`config.mk`:
```
export PLATFORM = sky130hd
export DESIGN_NAME = dequant_ctrl
export DESIGN_NICKNAME = d
export VERILOG_FILES = /design/src/rtl/dequant_ctrl_pkg.sv /design/src/rtl/dequant_ctrl.sv
export SDC_FILE = /design/constraint.sdc
export NUM_CORES = 1
export LEC_CHECK = 0
export CAP_MARGIN = 20
export CELL_PAD_IN_SITES_DETAIL_PLACEMENT = 0
export CELL_PAD_IN_SITES_GLOBAL_PLACEMENT = 1
export CORE_ASPECT_RATIO = 1.4
export CORE_MARGIN = 2
export CORE_UTILIZATION = 35
export CTS_BUF_LIST = sky130_fd_sc_hd__clkbuf_8 sky130_fd_sc_hd__clkbuf_16
export DETAILED_ROUTE_END_ITERATION = 8
export GPL_TIMING_DRIVEN = 0
export PLACE_DENSITY = 0.88
export SYNTH_ARGS = -nofsm -noshare
export SYNTH_HDL_FRONTEND = slang
export SYNTH_SLANG_ARGS = --single-unit
```
`constraint.sdc`:
```
create_clock -name clk -period 2.4 [get_ports clk]
set_input_delay 0.24 -clock clk [delete_from_list [all_inputs] [get_ports clk]]
set_output_delay 0.24 -clock clk [all_outputs]
set_load 0.02 [all_outputs]
```
`src/rtl/dequant_ctrl_pkg.sv`:
```
// Shared types and constants for the dequant parameter-fetch sequencer.
package dequant_ctrl_pkg;

    typedef enum logic [2:0] {
        StIdle,
        StParam,
        StSettle,
        StWeight,
        StBias,
        StDrain,
        StDone
    } state_e;

    localparam int unsigned PARAM_WORDS   = 4;
    localparam int unsigned SETTLE_CYCLES = 1;

endpackage

```
`src/rtl/dequant_ctrl.sv`:
```
// Fetches one layer's scale/offset words, then streams quantized weights and biases
// through dequant with a one-stage pipe aligning write controls to the returning data.
module dequant_ctrl
    import dequant_ctrl_pkg::*;
#(
    parameter int unsigned DWIDTH = 16,
    parameter int unsigned QWIDTH = 8,
    parameter int unsigned AWIDTH = 12,
    parameter int unsigned CWIDTH = 10
) (
    input  logic              clk,
    input  logic              xrst,
    input  logic              req,
    input  logic [AWIDTH-1:0] base_addr,
    input  logic [CWIDTH-1:0] n_weight,
    input  logic [CWIDTH-1:0] n_bias,
    output logic [AWIDTH-1:0] mem_addr,
    input  logic [DWIDTH-1:0] mem_rdata,
    output logic [DWIDTH-1:0] w_scale,
    output logic [DWIDTH-1:0] w_offset,
    output logic [DWIDTH-1:0] b_scale,
    output logic [DWIDTH-1:0] b_offset,
    output logic              which,
    output logic [QWIDTH-1:0] deq_x,
    output logic              out_we,
    output logic [CWIDTH-1:0] out_addr,
    output logic              busy,
    output logic              done
);

    state_e            state_q, state_d;
    logic [CWIDTH-1:0] cnt_q, cnt_d;
    logic [AWIDTH-1:0] addr_q;
    logic [CWIDTH-1:0] nw_q, nb_q;
    logic              pcap_vld_q;
    logic [1:0]        pcap_idx_q;
    logic              we_q, which_q;
    logic [CWIDTH-1:0] out_addr_q;
    logic [DWIDTH-1:0] w_scale_q, w_offset_q, b_scale_q, b_offset_q;
    logic              accept, issue;

    assign accept = (state_q == StIdle) && req;
    assign issue  = (state_q == StParam) || (state_q == StWeight) || (state_q == StBias);

    // cnt_q counts cycles spent in the current state and is cleared on every transition.
    always_comb begin
        state_d = state_q;
        cnt_d   = cnt_q;
        unique case (state_q)
            StIdle: begin
                if (req) begin
                    state_d = StParam;
                    cnt_d   = '0;
                end
            end
            StParam: begin
                if (cnt_q == CWIDTH'(PARAM_WORDS - 1)) begin
                    state_d = StSettle;
                    cnt_d   = '0;
                end else begin
                    cnt_d = cnt_q + 1'b1;
                end
            end
            StSettle: begin
                if (cnt_q == CWIDTH'(SETTLE_CYCLES - 1)) begin
                    cnt_d = '0;
                    if (nw_q != '0)      state_d = StWeight;
                    else if (nb_q != '0) state_d = StBias;
                    else                 state_d = StDrain;
                end else begin
                    cnt_d = cnt_q + 1'b1;
                end
            end
            StWeight: begin
                if (cnt_q == nw_q - 1'b1) begin
                    cnt_d   = '0;
                    state_d = (nb_q != '0) ? StBias : StDrain;
                end else begin
                    cnt_d = cnt_q + 1'b1;
                end
            end
            StBias: begin
                if (cnt_q == nb_q - 1'b1) begin
                    cnt_d   = '0;
                    state_d = StDrain;
                end else begin
                    cnt_d = cnt_q + 1'b1;
                end
            end
            StDrain: state_d = StDone;
            StDone:  state_d = StIdle;
            default: state_d = StIdle;
        endcase
    end

    always_ff @(posedge clk or negedge xrst) begin
        if (!xrst) begin
            state_q    <= StIdle;
            cnt_q      <= '0;
            addr_q     <= '0;
            nw_q       <= '0;
            nb_q       <= '0;
            pcap_vld_q <= 1'b0;
            pcap_idx_q <= '0;
            we_q       <= 1'b0;
            which_q    <= 1'b0;
            out_addr_q <= '0;
            w_scale_q  <= '0;
            w_offset_q <= '0;
            b_scale_q  <= '0;
            b_offset_q <= '0;
        end else begin
            state_q    <= state_d;
            cnt_q      <= cnt_d;
            pcap_vld_q <= (state_q == StParam);
            we_q       <= (state_q == StWeight) || (state_q == StBias);
            which_q    <= (state_q == StBias);
            if (accept) begin
                addr_q     <= base_addr;
                nw_q       <= n_weight;
                nb_q       <= n_bias;
                pcap_idx_q <= '0;
                out_addr_q <= '0;
            end else begin
                if (issue) addr_q <= addr_q + 1'b1;
                if (we_q)  out_addr_q <= out_addr_q + 1'b1;
            end
            // Parameter words arrive one cycle after their PARAM issue, in address order.
            if (pcap_vld_q) begin
                pcap_idx_q <= pcap_idx_q + 1'b1;
                unique case (pcap_idx_q)
                    2'd0: w_scale_q  <= mem_rdata;
                    2'd1: w_offset_q <= mem_rdata;
                    2'd2: b_scale_q  <= mem_rdata;
                    2'd3: b_offset_q <= mem_rdata;
                    default: ;
                endcase
            end
        end
    end

    assign mem_addr = addr_q;
    assign w_scale  = w_scale_q;
    assign w_offset = w_offset_q;
    assign b_scale  = b_scale_q;
    assign b_offset = b_offset_q;
    assign which    = which_q;
    assign deq_x    = mem_rdata[QWIDTH-1:0];
    assign out_we   = we_q;
    assign out_addr = out_addr_q;
    assign busy     = (state_q != StIdle);
    assign done     = (state_q == StDone);

endmodule

```
==> flow_metrics.env <==
export IMPL_clk_latency_ps=410
export IMPL_tightest_slew_ps=681
export IMPL_avgSynthCellArea_um2=10.6
export IMPL_ys_warn_count=0
export IMPL_hold_viol=0
export IMPL_p_int_uw=7800
export IMPL_seqPwrFrac_pct=30.0
export IMPL_period_needed_ps=2460
export IMPL_drv_cap=0
export IMPL_routed_wl_mm=15.8
export IMPL_slew_viol_final=0
export IMPL_clock_tree_root_cell="clkbuf_16"
export IMPL_die_x_um=116
export IMPL_cp_arrival_ps=2740
export IMPL_core_um2=17200
export IMPL_multi_input_area_um2=2930
export IMPL_clk_pin_slew_ps=60
export IMPL_wl_per_cell_um=15.6
export IMPL_cp_slowest_cell="o41a_4"
export IMPL_power_leakage_uw=0.00373
export IMPL_cp_top_family="compound AO/OA/AOI/OAI gates"
export IMPL_path_buf_inv=1
export IMPL_pin_count=149
export IMPL_cts_max_level=4
export IMPL_ys_ff_latch=124
export IMPL_yosysSeqAreaShare_pct=50.9
export IMPL_grt_usage_pct=17.2
export IMPL_grt_pass1_wl_mm=25.1
export IMPL_setup_viol=7
export IMPL_vdd_drop_max_uv=493
export IMPL_hp_class="primary input to async pin"
export IMPL_r2r_end="cnt_q[6]"
export IMPL_worst_slack_ps=-58.6
export IMPL_rows=57
export IMPL_fmax_mhz=407
export IMPL_rrSetupSlack_ps=-60
export IMPL_drc=0
export IMPL_path_cells="inv_2, ha_4, or3_1, a311oi_2, a21oi_2, o41a_4, nor2_4, o211ai_1"
export IMPL_via_count=4937
export IMPL_synth_cell_types=56
export IMPL_rsz0062_at_grt="yes"
export IMPL_synth_edf_count=0
export IMPL_synth_ff_type="dfrtp_1"
export IMPL_required_ps=2680
export IMPL_cts_made_buffers=17
export IMPL_cts_buffer_depth=2
export IMPL_cellPowerDensity_nw_per_um2=1470
export IMPL_syn2layout_area_growth_pct=44.6
export IMPL_drt_iter0_drc=354
export IMPL_port_buffers=148
export IMPL_globalplace_congestion=0.791
export IMPL_floorplan_initialDensity_pct=35.5
export IMPL_violations="negative setup slack"
export IMPL_fill_cells=1521
export IMPL_vias_per_cell=4.89
export IMPL_drive_gt1_share_pct=22.6
export IMPL_die_h_um=160
export IMPL_cts_tree="yes"
export IMPL_antenna_found_initial=0
export IMPL_finalCritPeriodShare_pct=102
export IMPL_start_kind="flop"
export IMPL_synth_nets=634
export IMPL_worst_r2r_path_depth=8
export IMPL_finClkSkew_ps=10.9
export IMPL_status="complete, but fails checks"
export IMPL_clock_sinks=124
export IMPL_ys_async_sr_fraction_pct=100
export IMPL_num_antenna_cells=0
export IMPL_end_kind="flop"
export IMPL_combinationalPowerShare_pct=50.4
export IMPL_final_antenna_net_count=0
export IMPL_clkPwrFrac_pct=19.6
export IMPL_total_power_uw=13000
export IMPL_max_stage_delay_ps=520
export IMPL_die_area_um2=18500
export IMPL_switching_share_pct=39.9
export IMPL_p_sw_uw=5180
export IMPL_gr_total_overflow=0
export IMPL_regArea_um2=3100
export IMPL_max_slew_margin_pct=54.6
export IMPL_dp_hpwl_mm=11.0
export IMPL_setup_worst_path_class="flop to flop"
export IMPL_regToRegStartpoint="nb_q[1]"
export IMPL_synthCells=573
export IMPL_nNetsFinal=822
export IMPL_dr_pass1_iters=4
export IMPL_grt_max_degree=86
export IMPL_pre_cts_ws_ps=-441
export IMPL_path_max_fanout=6
export IMPL_synth_area_um2=6100
export IMPL_grt_pass1_vias=4810
[synthesized netlist by cell type, drive strengths merged, types with 2 or more instances]
cell type / n / area [µm²]
a211oi: 5 / 37.5
a21o: 3 / 23.8
a21oi: 11 / 58.8
a311oi: 2 / 17.5
a31oi: 2 / 12.5
a41oi: 2 / 17.5
and2: 4 / 25.0
and3: 5 / 31.3
buf: 16 / 138
clkbuf: 16 / 60.1
dfrtp: 124 / 3100
ha: 10 / 125
inv: 14 / 52.6
mux2: 66 / 743
mux2i: 3 / 30.0
nand2: 104 / 390
nand2b: 7 / 43.8
nand3: 9 / 45.0
nand3b: 3 / 22.5
nand4: 8 / 50.1
nand4b: 2 / 17.5
nor2: 34 / 135
nor2b: 2 / 12.5
nor3: 10 / 55.1
nor4: 4 / 25.0
nor4b: 2 / 23.8
o211ai: 5 / 37.5
o21ai: 34 / 170
or2: 3 / 18.8
or3: 4 / 25.0
or4: 2 / 18.8
xnor2: 20 / 175
xor2: 23 / 201
[registers in the layout (all words and copies together), names as in the netlist]
name / flops
b_offset: 16
b_scale: 16
cnt_q: 10
mem_addr: 12
nb_q: 10
nw_q: 10
out_addr: 10
out_we: 1
pcap_idx_q: 2
pcap_vld_q: 1
state_q: 3
w_offset: 16
w_scale: 16
which: 1
[layout make-up]
type,instances,area share (%)
Multi-Input combinational cell,406,33.2
Tap cell,236,3.35
Timing Repair Buffer,166,18.6
Inverter,14,0.596
Clock buffer,18,4.98
Sequential cell,124,35.2
Clock inverter,14,1.69
Buffer,32,2.30
[placed cells by master, fill, tap and decap left out, types with 6 or more instances in the layout]
master	synthesis	layout
a21oi_1	10	8
inv_1	14	10
xor2_1	23	23
nand3_1	9	8
nor2_1	33	33
clkbuf_1	16	12
nand4_1	8	8
buf_4	8	23
mux2_2	66	66
nand2_1	104	104
clkdlybuf4s50_1	0	147
xnor2_1	20	19
inv_6	0	6
clkbuf_16	0	17
buf_6	6	8
nand2b_1	7	7
o21ai_0	30	23
dfrtp_1	124	123
ha_1	10	8
o21ai_1	4	7
nor3_1	9	6
[power groups by stage]
stage          logic (µW)  clock network [µW]  registers (µW)
5_1_grt              7050                2700            4030
3_3_place_gp         5800                   0            3850
4_1_cts              6390                2600            3870
6_report             6550                2540            3890
3_5_place_dp         5900                   0            3890
2_1_floorplan        2690                   0            4650
[logic make-up (layout without fill, tap and decap cells)]
group / after synthesis / count (layout) / synth area share (%)
fa+ha+maj: 10 / 10 / 2.05
flops: 124 / 124 / 50.9
compound gates: 75 / 77 / 8.19
simple gates: 206 / 207 / 15.9
xor+xnor: 43 / 43 / 6.18
buf+inv: 46 / 244 / 4.10
mux: 69 / 69 / 12.7
[routing by layer]
layer / GRT usage [%] / share of wire [%] / up-vias / wire length, µm
met3: 3.72 / 5.5 / 22 / 865
met2: 29.6 / 52 / 165 / 8160
li1: - / - / 2362 / -
met4: 7.17 / 2.5 / 0 / 389
met5: 0 / 0 / - / 0
met1: 20.4 / 40 / 2388 / 6380
[through the flow]
step                cell area [µm²]  TNS (ps)  util [%]  instances  hold slack, ps
CTS                            8730     -32.1      50.8       1006             310
global placement               7870   -479490      45.8        957             486
floorplan                      6100         0         -        573           -55.6
global route                   8820      -898      51.3       1010             322
finish                         8820      -254      51.3       1010             309
detailed placement             7910     -6470      46.0        959             177
[timing repair]
action | 4_1_cts | 5_1_grt
resized for setup | 31 | 17
pin swaps | 17 | 14
endpoints found under the hold margin | 39 | 0
buffers inserted | 11 | 4
endpoints found under the setup margin | 43 | 35
cloned | 3 | 0
hold buffers | 1 | 0
[how the worst max path moves through the flow]
stage                        from       end  slack (ps)  cells after the start
after floorplan           nb_q[0]  cnt_q[3]          30                      9
after global placement       xrst   nw_q[1]       -3820                      1
after detailed placement  nb_q[0]  cnt_q[6]        -440                      9
after CTS                 nb_q[0]  cnt_q[6]         -20                      9
after global routing      nb_q[1]  cnt_q[6]        -140                      9
final                     nb_q[1]  cnt_q[6]         -60                      8
[worst reg2reg max path, stage by stage (launching register included)]
cell	delay, ps
dfrtp_1	430
inv_2	70
ha_4	180
or3_1	390
a311oi_2	320
a21oi_2	100
o41a_4	520
nor2_4	200
o211ai_1	120
(Power assumes the default switching activity.)
